**src/rtl/coin_payout.sv**
```systemverilog
`default_nettype none
// +--------------------------------------------------------------------------+
// | Module      : coin_payout                                                |
// | Description : Change dispenser sequencer. Pays the owed amount (in       |
// |               nickels) as timed dime/nickel pulses on a 2-bit coin bus,  |
// |               preferring dimes and skipping empty tubes. It ends with a  |
// |               one-clock done pulse and a short flag if change is unpaid. |
// |               Optional feature macro: COIN_PAYOUT_COUNT_EN adds the      |
// |               8-bit coins_paid counter output.                           |
// | Revision    : 1.0 - initial release                                      |
// +--------------------------------------------------------------------------+
module coin_payout #(
  parameter int HOLD_CYCLES = 2,
  parameter int GAP_CYCLES  = 2
) (
  input  logic       clock,
  input  logic       reset,
  input  logic       start,
  input  logic [4:0] amount,
  input  logic       dime_empty,
  input  logic       nickel_empty,
  output logic [1:0] coin,
  output logic       busy,
  output logic       done,
  output logic       short
`ifdef COIN_PAYOUT_COUNT_EN
  ,
  output logic [7:0] coins_paid
`endif
);

  localparam logic [1:0] c_coin_none   = 2'b00;
  localparam logic [1:0] c_coin_nickel = 2'b01;
  localparam logic [1:0] c_coin_dime   = 2'b10;

  // Phase counter counts down to zero, so it reloads with length minus one.
  localparam logic [7:0] c_hold_reload = 8'(HOLD_CYCLES - 1);
  localparam logic [7:0] c_gap_reload  = 8'(GAP_CYCLES - 1);

  typedef enum logic [1:0] {
    ST_IDLE = 2'd0,
    ST_HOLD = 2'd1,
    ST_GAP  = 2'd2,
    ST_DONE = 2'd3
  } state_t;

  state_t     state_q, state_d;
  logic [4:0] remaining_q, remaining_d;
  logic [7:0] phase_q, phase_d;
  logic [1:0] coin_q, coin_d;
  logic       busy_q, busy_d;
  logic       done_q, done_d;
  logic       short_q, short_d;

  logic       select_now;
  logic [4:0] sel_rem;
  logic [1:0] sel_coin;

  // Dime first (largest coin that fits), nickel as fallback, else nothing.
  function automatic logic [1:0] select_coin(input logic [4:0] rem,
                                             input logic       d_empty,
                                             input logic       n_empty);
    if (rem >= 5'd2 && !d_empty) begin
      return c_coin_dime;
    end else if (rem != 5'd0 && !n_empty) begin
      return c_coin_nickel;
    end
    return c_coin_none;
  endfunction

  // Next-state and registered-output logic; selection is shared by IDLE and GAP exit.
  always_comb begin
    state_d     = state_q;
    remaining_d = remaining_q;
    phase_d     = phase_q;
    coin_d      = coin_q;
    busy_d      = busy_q;
    done_d      = 1'b0;
    short_d     = 1'b0;
    select_now  = 1'b0;
    sel_rem     = remaining_q;
    sel_coin    = c_coin_none;

    case (state_q)
      ST_IDLE: begin
        if (start) begin
          remaining_d = amount;
          sel_rem     = amount;
          select_now  = 1'b1;
        end
      end
      ST_HOLD: begin
        if (phase_q == 8'd0) begin
          state_d     = ST_GAP;
          coin_d      = c_coin_none;
          remaining_d = remaining_q - ((coin_q == c_coin_dime) ? 5'd2 : 5'd1);
          phase_d     = c_gap_reload;
        end else begin
          phase_d = phase_q - 8'd1;
        end
      end
      ST_GAP: begin
        if (phase_q == 8'd0) begin
          select_now = 1'b1;
        end else begin
          phase_d = phase_q - 8'd1;
        end
      end
      ST_DONE: begin
        state_d = ST_IDLE;
        busy_d  = 1'b0;
        coin_d  = c_coin_none;
      end
      default: begin
        state_d = ST_IDLE;
        busy_d  = 1'b0;
        coin_d  = c_coin_none;
      end
    endcase

    if (select_now) begin
      // Empty flags are only looked at here, so a coin already in flight is unaffected.
      sel_coin = select_coin(sel_rem, dime_empty, nickel_empty);
      busy_d   = 1'b1;
      if (sel_coin != c_coin_none) begin
        state_d = ST_HOLD;
        coin_d  = sel_coin;
        phase_d = c_hold_reload;
      end else begin
        state_d = ST_DONE;
        coin_d  = c_coin_none;
        done_d  = 1'b1;
        short_d = (sel_rem != 5'd0);
      end
    end
  end

  // State and output registers with synchronous reset.
  always_ff @(posedge clock) begin
    if (reset) begin
      state_q     <= ST_IDLE;
      remaining_q <= 5'd0;
      phase_q     <= 8'd0;
      coin_q      <= c_coin_none;
      busy_q      <= 1'b0;
      done_q      <= 1'b0;
      short_q     <= 1'b0;
    end else begin
      state_q     <= state_d;
      remaining_q <= remaining_d;
      phase_q     <= phase_d;
      coin_q      <= coin_d;
      busy_q      <= busy_d;
      done_q      <= done_d;
      short_q     <= short_d;
    end
  end

  assign coin  = coin_q;
  assign busy  = busy_q;
  assign done  = done_q;
  assign short = short_q;

`ifdef COIN_PAYOUT_COUNT_EN
  logic [7:0] paid_q, paid_d;

  // Count every completed coin pulse; wraps naturally at 8 bits.
  always_comb begin
    paid_d = paid_q;
    if (state_q == ST_HOLD && phase_q == 8'd0) begin
      paid_d = paid_q + 8'd1;
    end
  end

  // Paid-coin counter register, cleared only by reset.
  always_ff @(posedge clock) begin
    if (reset) begin
      paid_q <= 8'd0;
    end else begin
      paid_q <= paid_d;
    end
  end

  assign coins_paid = paid_q;
`endif

endmodule
`default_nettype wire
```
**config.mk**
```make
export PLATFORM = sky130hd
export DESIGN_NAME = coin_payout
export DESIGN_NICKNAME = d
export VERILOG_FILES = /design/src/rtl/coin_payout.sv
export SDC_FILE = /design/constraint.sdc
export NUM_CORES = 1
export LEC_CHECK = 0
export BUFFER_PORTS_ARGS = -buffer_cell sky130_fd_sc_hd__buf_2
export CORE_ASPECT_RATIO = 1.2
export CORE_MARGIN = 8
export CORE_UTILIZATION = 51
export CTS_CLUSTER_SIZE = 40
export DETAILED_ROUTE_END_ITERATION = 8
export GPL_ROUTABILITY_DRIVEN = 0
export PLACE_DENSITY_LB_ADDON = 0.1
export SLEW_MARGIN = 20
export SYNTH_ARGS = -nofsm -noshare
export SYNTH_HDL_FRONTEND = slang
export SYNTH_SLANG_ARGS = --single-unit
export TNS_END_PERCENT = 5
```
**constraint.sdc**
```tcl
create_clock -name clock -period 1.7 [get_ports clock]
set_input_delay 0.255 -clock clock [delete_from_list [all_inputs] [get_ports clock]]
set_output_delay 0.255 -clock clock [all_outputs]
set_load 0.01 [all_outputs]
```
---- After elaboration in Yosys (flattened, before gate mapping) ----
Cells that the tools add are included.
word-level totals
  bits in registers ....................... 20
  input port bits ......................... 10
operators by class
  $lt $le $gt $ge ......................... 1
  eq/ne operators ......................... 6
  add/subtract/negate cells ............... 2
  mux-type cells .......................... 31
  bitwise gates (word level) .............. 1
  reductions and logical operators ........ 15
operators with widths
  cell                   number
  $mux W8                4
  $mux W2                11
  $pmux W8 S2            1
  $mux W5                3
  $pmux W5 S2            1
  $logic_not A8 Y1       1
  $mux W1                8
  $pmux W2 S2            2
  $sub A8 B1 Y8 const B  1
  $eq A2 B2 Y1 const B   3
  $reduce_bool A2 Y1     3
  $ge A5 B2 Y1 const B   1
  $reduce_bool A5 Y1     1
  $sub A5 B2 Y5          1
  $reduce_and A2 Y1      2
  $ne A3 B3 Y1 const B   1
  $reduce_bool A3 Y1     1
  $reduce_or A3 Y1       1
  $eq A2 B1 Y1 const B   1
  $logic_and A1 B1 Y1    2
  $logic_not A1 Y1       2
  $logic_not A2 Y1       1
  $ne A2 B2 Y1 const B   1
  $pmux W1 S2            1
  2 further kinds        2

---- Longest topological paths before layout ----
Gate-level depths: netlist of the first run.
  depth after elaboration ................. 12
  depth in mapped cells ................... 9
  gate-level depth less buffers ........... 9

---- Worst setup path after synthesis of the first run ----
Ideal clock, no wire load.
  kind .................................... register to register
  start ................................... register phase_q[0]
  end ..................................... register coin_q[0] (netlist: coin[0])
  cell stages (with the launch flop) ...... 7
  setup time .............................. 0.072 ns
  arrival ................................. 1.747 ns
  setup slack ............................. -0.119 ns
  path buffers ............................ 0
  period minus slack after synthesis ...... 1.819 ns
  data required time ...................... 1.628 ns
  cells stage by stage .................... dfxtp_1 -> inv_1 -> ha_1 -> nor3b_2 -> a31oi_2 -> or4_1 -> mux2i_1
on the way
  longest elaborated chain between the ends .. 5
  elaborated cells on any way between the ends .. 7
ends and longest elaborated chain
  element                                                       RTL line  RTL
  from (decl)                                                   49        logic [7:0] phase_q, phase_d;
  from (signal assigned)                                        151       phase_q <= phase_d;
  $logic_not A8 Y1 (*)                                          93, 103
  $mux W1                                                       103       if (phase_q == 8'd0) begin
  $pmux W1 S2                                                   84        case (state_q)
  $ne A3 B3 Y1 (no line) or $reduce_bool A3 Y1 (tied branches)  n/a
  $reduce_and A2 Y1 (no line)                                   n/a
  to (signal assigned)                                          144       coin_q <= c_coin_none;
  to (signal assigned)                                          152       coin_q <= coin_d;
  to (decl)                                                     50        logic [1:0] coin_q, coin_d;
Mark *: on every way between the ends. The rest lies on a longest branch, timed or not.
A chain may end at the register's enable or synchronous reset.

---- Worst setup path in the final report of the first run ----
  start ................................... register remaining_q[3]
  end ..................................... register coin_q[0] (netlist: coin[0])
on the way
  longest elaborated chain between the ends .. 12
  elaborated cells on any way between the ends .. 15
ends and longest elaborated chain
  element                                                               RTL line  RTL
  from (decl)                                                           48        logic [4:0] remaining_q, remaining_d;
  from (signal assigned)                                                150       remaining_q <= remaining_d;
  $mux W5                                                               n/a
  $mux W5 (*)                                                           84
  parallel branches: the longest is 5 deep, another holds $ge A5 B2 Y1  n/a
  $mux W2 (*)                                                           68        return c_coin_none;
  $mux W2 (*)                                                           121       if (select_now) begin
  $reduce_bool A2 Y1                                                    125       if (sel_coin != c_coin_none) begin
  $mux W2 (*)                                                           125
  $mux W2 (*)                                                           121
Every way passes the cells marked *. The select of a mux whose other input is x is not followed.

==> results.yml, run 1 <==
status:
  outcome: "finished, violations left"
  violations: "setup timing"
global_route:
  grt_usage_pct: 14.87
  antenna_found_initial: 0
  overflow: 0
  grt_max_degree: 12
  grt_pass1_vias: 1250
  grt_pass1_wl_mm: 5.168
cells_and_area:
  diodes: 0
  fin_area_sq_um: 1690
  final_nets: 212
  drive_gt1_share_pct: 36.32
  syn2layout_area_growth_pct: 32.84
  postLayoutCoreUtil_pct: 68.93
  fillers: 212
placement:
  dp_hpwl_mm: 2.361
  port_buffers: 14
  placed_cell_area_sq_um: 1609
  pre_cts_slack_ps: -203.1
yosys:
  ys_async_sr_fraction_pct: 0
  synth_edf_count: 0
  synth_nets: 165
  syn_avg_cell_area_sq_um: 8.776
  ys_top_cells_by_area: "dfxtp_1, ha_1, nor3_1, xor2_1, inv_1"
  ys_seq_area_share_pct: 31.47
  synth_ff_type: "dfxtp_1"
  synth_cell_types: 45
  synth.most_common_cell: "dfxtp_1"
  ys_ff_latch: 20
  netlist.area_leader.share_pct: 31.47
  syn-instance-count: 145
  synth_warnings: 0
  synthesis.area_sq_um: 1272
  synthTopCellsByCount: "dfxtp_1, nor3_1, inv_1"
  synth.largest_area_cell: "dfxtp_1"
drt:
  route.met2.wl_mm: 1.474
  routed_wl_mm: 2.988
  wl_per_cell_um: 13.40
  met3_length_um: 75
  via_per_inst: 5.475
  top_layer: "met4"
  drc_errors: 0
  detail-route-antenna-nets: 0
  wl_met1_mm: 1.409
  first_pass_iters: 4
  drt-initial-drc-count: 28
  via_count: 1221
clocking:
  cts-htree-levels: 1
  cts_buffers: 3
  cts-hold-fix-buffers: 0
  cts_tree: "done"
  insertion_delay_ps: 290
  root_buffer: "clkbuf_4"
  clkSinkCount: 20
  cts_buffer_depth: 2
  clkTransAtPathRegs_ps: 110
sta:
  fin_ws_ps: -161.0
  rsz0062_at_grt: "yes"
  drv_slew: 0
  maxSlewHeadroom_pct: 70.03
  setup-violations-final: 10
  fin_hold_ws_ps: 249.8
  fin_crit_sh_pct: 109.5
  tightestPinTransition_ps: 449.5
  min_period_ps: 1861
  finClkSkew_ps: 5.157
  max_freq_mhz: 537.4
  finalHoldViolCount: 0
worst_setup_path:
  required_ps: 1920
  cp_max_fo: 4
  r2r-end: "coin[0]"
  crit_path_start: "remaining_q[3]"
  endpoint_kind: "flip-flop"
  worstPathArrival_ps: 2080
  reg2reg_from: "remaining_q[3]"
  crit_end: "coin[0]"
  worstSetupPathType: "reg -> reg"
  start_kind: "flip-flop"
  rrSetupSlack_ps: -160
  worstRegToRegCells: 4
job:
  cap_violations: 0
die:
  dieHeight_um: 70.72
  std_cell_rows: 20
  coreArea_sq_um: 2452
  die_w_um: 61.60
  die_area_sq_um: 4356
  start_util_pct: 51.89
  io_pins: 15
min_path:
  min_path_type: "in -> reg"
power:
  p_leak_nw: 0.7535
  total_power_mw: 3.426
  p_per_area_nw_per_um2: 2027
  peakVddDrop_mv: 1.199
-- state kept, by name, summed over array words and instances (netlist names) --
| name | cells |
|---|---|
| busy | 1 |
| coin | 2 |
| done | 1 |
| phase_q | 8 |
| remaining_q | 5 |
| short | 1 |
| state_q | 2 |
-- worst max-delay path, stage by stage (launching register included) --
cell	delay, ps
dfxtp_1	330
or4_4	580
a221o_1	340
or4_1	400
mux2i_1	140
-- routing by layer --
layer,vias to the layer above,GRT usage (%)
li1,633,-
met1,571,18.23
met2,13,24.80
met3,4,2.904
met4,0,4.315
met5,-,0
-- power breakdown --
part / internal, mW / total [mW] / leakage, nW / switching [mW]
combinational: 1.24 / 2.48 / 0.575 / 1.24
clock: 0.0823 / 0.218 / 0.0138 / 0.136
sequential: 0.630 / 0.731 / 0.164 / 0.101
total: 1.95 / 3.43 / 0.753 / 1.47
-- worst min-delay path by stage --
stage / slack (ps) / cells past startpoint / startpoint / endpoint
2_1_floorplan: 390 / 2 / nickel_empty / short
3_3_place_gp: 540 / 3 / nickel_empty / short
3_5_place_dp: 540 / 3 / nickel_empty / short
4_1_cts: 210 / 3 / nickel_empty / short
5_1_grt: 260 / 3 / nickel_empty / short
6_report: 250 / 3 / nickel_empty / short
-- cell usage in the layout, fill, tap and decap left out, types with 4 or more instances in the layout --
master,n
a21oi_1,6
buf_2,14
buf_4,32
dfxtp_1,19
ha_1,8
inv_1,10
nand2_1,8
nand3_1,4
nor2_1,8
nor3_1,12
xor2_1,5
-- stage by stage --
step,instances,TNS [ps]
final,223,-697.2
after global routing,223,-2019
after CTS,223,-1062
after detailed placement,219,-1406
after global placement,219,-1142
after floorplan,145,-263.5
-- kinds of logic (layout without fill, tap and decap cells) --
| logic type | count (synthesis) | in the layout | synth area share (%) |
|---|---|---|---|
| simple gates | 59 | 59 | 26.84 |
| compound gates | 31 | 31 | 19.08 |
| flops | 20 | 20 | 31.46 |
| buf+inv | 15 | 60 | 5.015 |
| fa+ha+maj | 10 | 10 | 10.42 |
| xor+xnor | 7 | 7 | 4.818 |
| mux | 3 | 3 | 2.360 |
-- cell type report --
class / instances / area (sq um) / share of cell area, %
Sequential cell: 20 / 401.6 / 23.76
Inverter: 11 / 41.29 / 2.443
Clock buffer: 3 / 22.52 / 1.332
Tap cell: 33 / 41.29 / 2.443
Timing Repair Buffer: 46 / 310.3 / 18.36
Multi-Input combinational cell: 110 / 873.3 / 51.67
-- what timing repair did --
action | 4_1_cts | 5_1_grt
buffers inserted | 1 | 0
pin swaps | 3 | 2
gates resized for setup | 6 | 6
endpoints found under the setup margin | 14 | 18
Note: power is estimated with default switching activity, not from simulation.
==> run 2: changes to the inputs <==
- SETUP_SLACK_MARGIN: unset -> 0.15
==> results.yml, run 2 (synthesized netlist as in run 1, its figures left out) <==
power:
  p_leak_nw: 0.7535
  power.internal_mw: 1.959
  total_power_mw: 3.442
  p_sw_share_pct: 43.09
  combPwrFrac_pct: 72.4
  p_per_area_nw_per_um2: 2028
  peakVddDrop_mv: 1.197
  clkPwrFrac_pct: 6.4
  pwr-share-seq_pct: 21.2
  p_sw_mw: 1.483
drt:
  drc_errors: 0
  detail-route-antenna-nets: 0
  met3_length_um: 78
  wl_per_cell_um: 13.40
  via_per_inst: 5.471
  first_pass_iters: 4
  drt-initial-drc-count: 29
  wl_met1_mm: 1.397
  route.met2.wl_mm: 1.484
  via_count: 1220
  routed_wl_mm: 2.989
  top_layer: "met4"
cells_and_area:
  top_register: "phase_q"
  syn2layout_area_growth_pct: 33.33
  drive_gt1_share_pct: 37.37
  seq_area_sq_um: 401.6
  largest_reg_flops: 8
  final_cell_mix: "buf_4, dfxtp_1, buf_2"
  final_cells: 223
  final_nets: 212
  top_regs: "phase_q: 8 flops, remaining_q: 5 flops"
  multiInputGateArea_sq_um: 879.6
  final_common_cell: "buf_4"
  diodes: 0
  fillers: 211
  postLayoutCoreUtil_pct: 69.18
sta:
  finClkSkew_ps: 6.600
  fin_crit_sh_pct: 109.6
  min_period_ps: 1863
  fin_ws_ps: -162.9
  fin_hold_ws_ps: 249.3
  tightestPinTransition_ps: 450.3
  drv_slew: 0
  finalHoldViolCount: 0
  setup_tns_ps: -716.9
  rsz0062_at_grt: "yes"
  setup-violations-final: 10
  max_freq_mhz: 536.8
  maxSlewHeadroom_pct: 69.98
die:
  die_area_sq_um: 4356
  coreArea_sq_um: 2452
  io_pins: 15
  start_util_pct: 51.89
  dieHeight_um: 70.72
  die_w_um: 61.60
  std_cell_rows: 20
min_path:
  min-delay-start: "nickel_empty"
  worstHoldEndpoint: "short"
  min_path_type: "in -> reg"
  holdPathStages: 3
clocking:
  clkSinkCount: 20
  insertion_delay_ps: 290
  cts_tree: "done"
  cts-hold-fix-buffers: 0
  cts_buffer_depth: 2
  root_buffer: "clkbuf_4"
  cts_buffers: 3
  clkTransAtPathRegs_ps: 110
  cts-htree-levels: 1
worst_setup_path:
  required_ps: 1920
  worstRegToRegCells: 4
  crit_path_start: "remaining_q[3]"
  reg2reg_from: "remaining_q[3]"
  endpoint_kind: "flip-flop"
  worstPathArrival_ps: 2090
  start_kind: "flip-flop"
  r2r-end: "coin[0]"
  worstSetupPathType: "reg -> reg"
  cp_max_fo: 4
  rrSetupSlack_ps: -160
global_route:
  antenna_found_initial: 0
  overflow: 0
  grt_usage_pct: 14.87
  grt_max_degree: 12
  grt_pass1_wl_mm: 5.175
  grt_pass1_vias: 1254
status:
  outcome: "finished, violations left"
  violations: "setup timing"
placement:
  port_buffers: 14
  dp_cells: 219
  dp_hpwl_mm: 2.361
job:
  cap_violations: 0
## run 2: cell counts in the layout (fill, tap and decap cells not counted)
No cell type changed its count.
## run 2: critical path: stages, from the launching register on
cell and delay (ps):
dfxtp_1 330, or4_4 580, a221o_1 340, or4_1 400, mux2i_1 140
## run 2: what timing repair did
action | in CTS | in global routing
setup buffers | 1 | 0
pin swaps | 6 | 3
resized for setup | 8 | 6
gates cloned | 0 | 0
setup endpoints to repair | 20 | 20
## run 2: routing by layer
| layer | vias up | track usage, % |
|---|---|---|
| li1 | 629 | - |
| met1 | 572 | 18.23 |
| met2 | 15 | 24.80 |
| met3 | 4 | 2.904 |
| met4 | 0 | 4.315 |
| met5 | - | 0 |
## run 2: final cells by class
type                    count  share of cell area, %
multi-input cells         110                  51.84
repair buffers             46                  18.29
well taps                  33                  2.434
clock buffers               3                  1.327
inverters                  11                  2.434
flip-flops and latches     20                  23.67
## run 2: metrics by stage
step | setup WS, ps | area, sq um
6_report | -162.9 | 1697
4_1_cts | -149.2 | 1678
3_5_place_dp | -203.1 | 1609
3_3_place_gp | -147.1 | 1609
2_1_floorplan | -74.65 | 1287
5_1_grt | -198.2 | 1697
## run 2: how the worst max path moves through the flow
stage / endpoint / slack [ps] / cells past startpoint
after detailed placement: coin[0] / -200 / 5
after global routing: coin[0] / -200 / 4
after floorplan: coin[0] / -70 / 4
after global placement: coin[0] / -150 / 5
final: coin[0] / -160 / 4
after CTS: coin[0] / -150 / 4
## run 2: power by group through the flow
stage,registers [mW],clock network (mW),logic (mW)
after floorplan,0.779,0,1.42
after global placement,0.726,0,2.25
after detailed placement,0.735,0,2.28
after CTS,0.729,0.235,2.43
after global routing,0.746,0.242,2.76
final,0.731,0.220,2.49
==> run 3: changes to the inputs <==
- RECOVER_POWER: unset -> 25
==> results.yml, run 3 (synthesized netlist as in run 1, its figures left out) <==
status:
  outcome: "finished, violations left"
  violations: "setup timing"
worst_setup_path:
  endpoint_kind: "flip-flop"
  r2r-end: "coin[0]"
  rrSetupSlack_ps: -160
  worstRegToRegCells: 4
  start_kind: "flip-flop"
  cpLargestDelayFamily: "simple AND/OR/NAND/NOR gates"
  worstPathArrival_ps: 2090
  cp_slowest_stage_delay_ps: 580
  required_ps: 1920
  crit_path_top_delay_cell: "or4_4"
  crit_path_start: "remaining_q[3]"
  cp_cell_sequence: "or4_4 > a221o_1 > or4_1 > mux2i_1"
  cp_max_fo: 4
  reg2reg_from: "remaining_q[3]"
  cp.buffers_inverters: 0
  worstSetupPathType: "reg -> reg"
  cp.depth: 4
sta:
  min_period_ps: 1863
  rsz0062_at_grt: "yes"
  drv_slew: 0
  finalHoldViolCount: 0
  fin_crit_sh_pct: 109.6
  fin_ws_ps: -162.9
  setup-violations-final: 10
  setup_tns_ps: -716.9
  tightestPinTransition_ps: 450.3
  maxSlewHeadroom_pct: 69.98
  finClkSkew_ps: 6.600
  max_freq_mhz: 536.8
cells_and_area:
  fin_area_sq_um: 1694
  top_register: "phase_q"
  top_regs: "phase_q: 8 flops, remaining_q: 5 flops"
  final_cell_mix: "buf_4, dfxtp_1, nor3_1, buf_2, inv_1"
  drive_gt1_share_pct: 36.32
  final_nets: 212
  syn2layout_area_growth_pct: 33.14
  largest_reg_flops: 8
  final_common_cell: "buf_4"
  diodes: 0
drt:
  routed_wl_mm: 2.989
  drc_errors: 0
  drt-initial-drc-count: 29
  via_count: 1220
  wl_per_cell_um: 13.40
  first_pass_iters: 4
  via_per_inst: 5.471
  detail-route-antenna-nets: 0
global_route:
  grt_usage_pct: 14.87
  grt_pass1_wl_mm: 5.175
  antenna_found_initial: 0
  overflow: 0
  grt_pass1_vias: 1254
  grt_max_degree: 12
min_path:
  min_path_type: "in -> reg"
  holdPathStages: 3
  min-delay-start: "nickel_empty"
  worstHoldEndpoint: "short"
power:
  p_per_area_nw_per_um2: 2030
  p_leak_nw: 0.7450
  peakVddDrop_mv: 1.197
clocking:
  root_buffer: "clkbuf_4"
  clkSinkCount: 20
  cts-hold-fix-buffers: 0
  cts_buffer_depth: 2
  cts_tree: "done"
  cts_buffers: 3
  insertion_delay_ps: 290
  cts-htree-levels: 1
  clkTransAtPathRegs_ps: 110
die:
  start_util_pct: 51.89
  std_cell_rows: 20
  die_w_um: 61.60
  dieHeight_um: 70.72
  coreArea_sq_um: 2452
  io_pins: 15
  die_area_sq_um: 4356
placement:
  port_buffers: 14
  placed_cell_area_sq_um: 1609
  dp_hpwl_mm: 2.361
job:
  cap_violations: 0
-- run 3: cell count changes in the layout (fill, tap and decap cells not counted), sizes merged --
cell and change:
clkbuf +2, buf -2
-- run 3: stage by stage --
stage	cells	total power [mW]	util [%]	hold WS [ps]	setup WS (ps)
6_report	223	3.438	69.08	249.0	-162.9
5_1_grt	223	3.748	69.08	256.7	-198.2
4_1_cts	223	3.393	68.42	212.2	-149.2
3_5_place_dp	219	3.015	65.61	535.5	-203.1
3_3_place_gp	219	2.973	65.61	543.7	-147.1
2_1_floorplan	145	2.197	-	394.2	-74.65
-- run 3: layer usage --
metal / global-route usage, % / share of wire (%) / vias to the layer above
met1: 18.23 / 47 / 572
met2: 24.80 / 50 / 15
li1: - / - / 629
met5: 0 / 0 / -
met4: 4.315 / 0.94 / 0
met3: 2.904 / 2.6 / 4
-- run 3: worst max path at each step --
stage                   end
floorplan           coin[0]
CTS                 coin[0]
global placement    coin[0]
global route        coin[0]
finish              coin[0]
detailed placement  coin[0]
-- run 3: layout make-up --
cell class | instances | area [sq um]
fill | 212 | 758.2
inverter | 11 | 41.29
tap | 33 | 41.29
sequential | 20 | 401.6
multi-input combinational | 110 | 879.6
clock buffer | 3 | 22.52
timing repair buffer | 46 | 307.8
-- run 3: what timing repair did --
item,CTS,global route
endpoints found under the setup margin,20,20
pin swaps,6,3
setup buffers,1,0
gates resized for setup,8,6
-- run 3: tightest hold or removal path: stages --
cell    delay (ps)
buf_2          110
inv_1           80
nor4_1          60
-- run 3: where the power goes --
part / total, mW / internal [mW] / switching [mW]
Sequential: 0.731 / 0.630 / 0.102
Combinational: 2.49 / 1.24 / 1.24
Clock: 0.220 / 0.0823 / 0.138
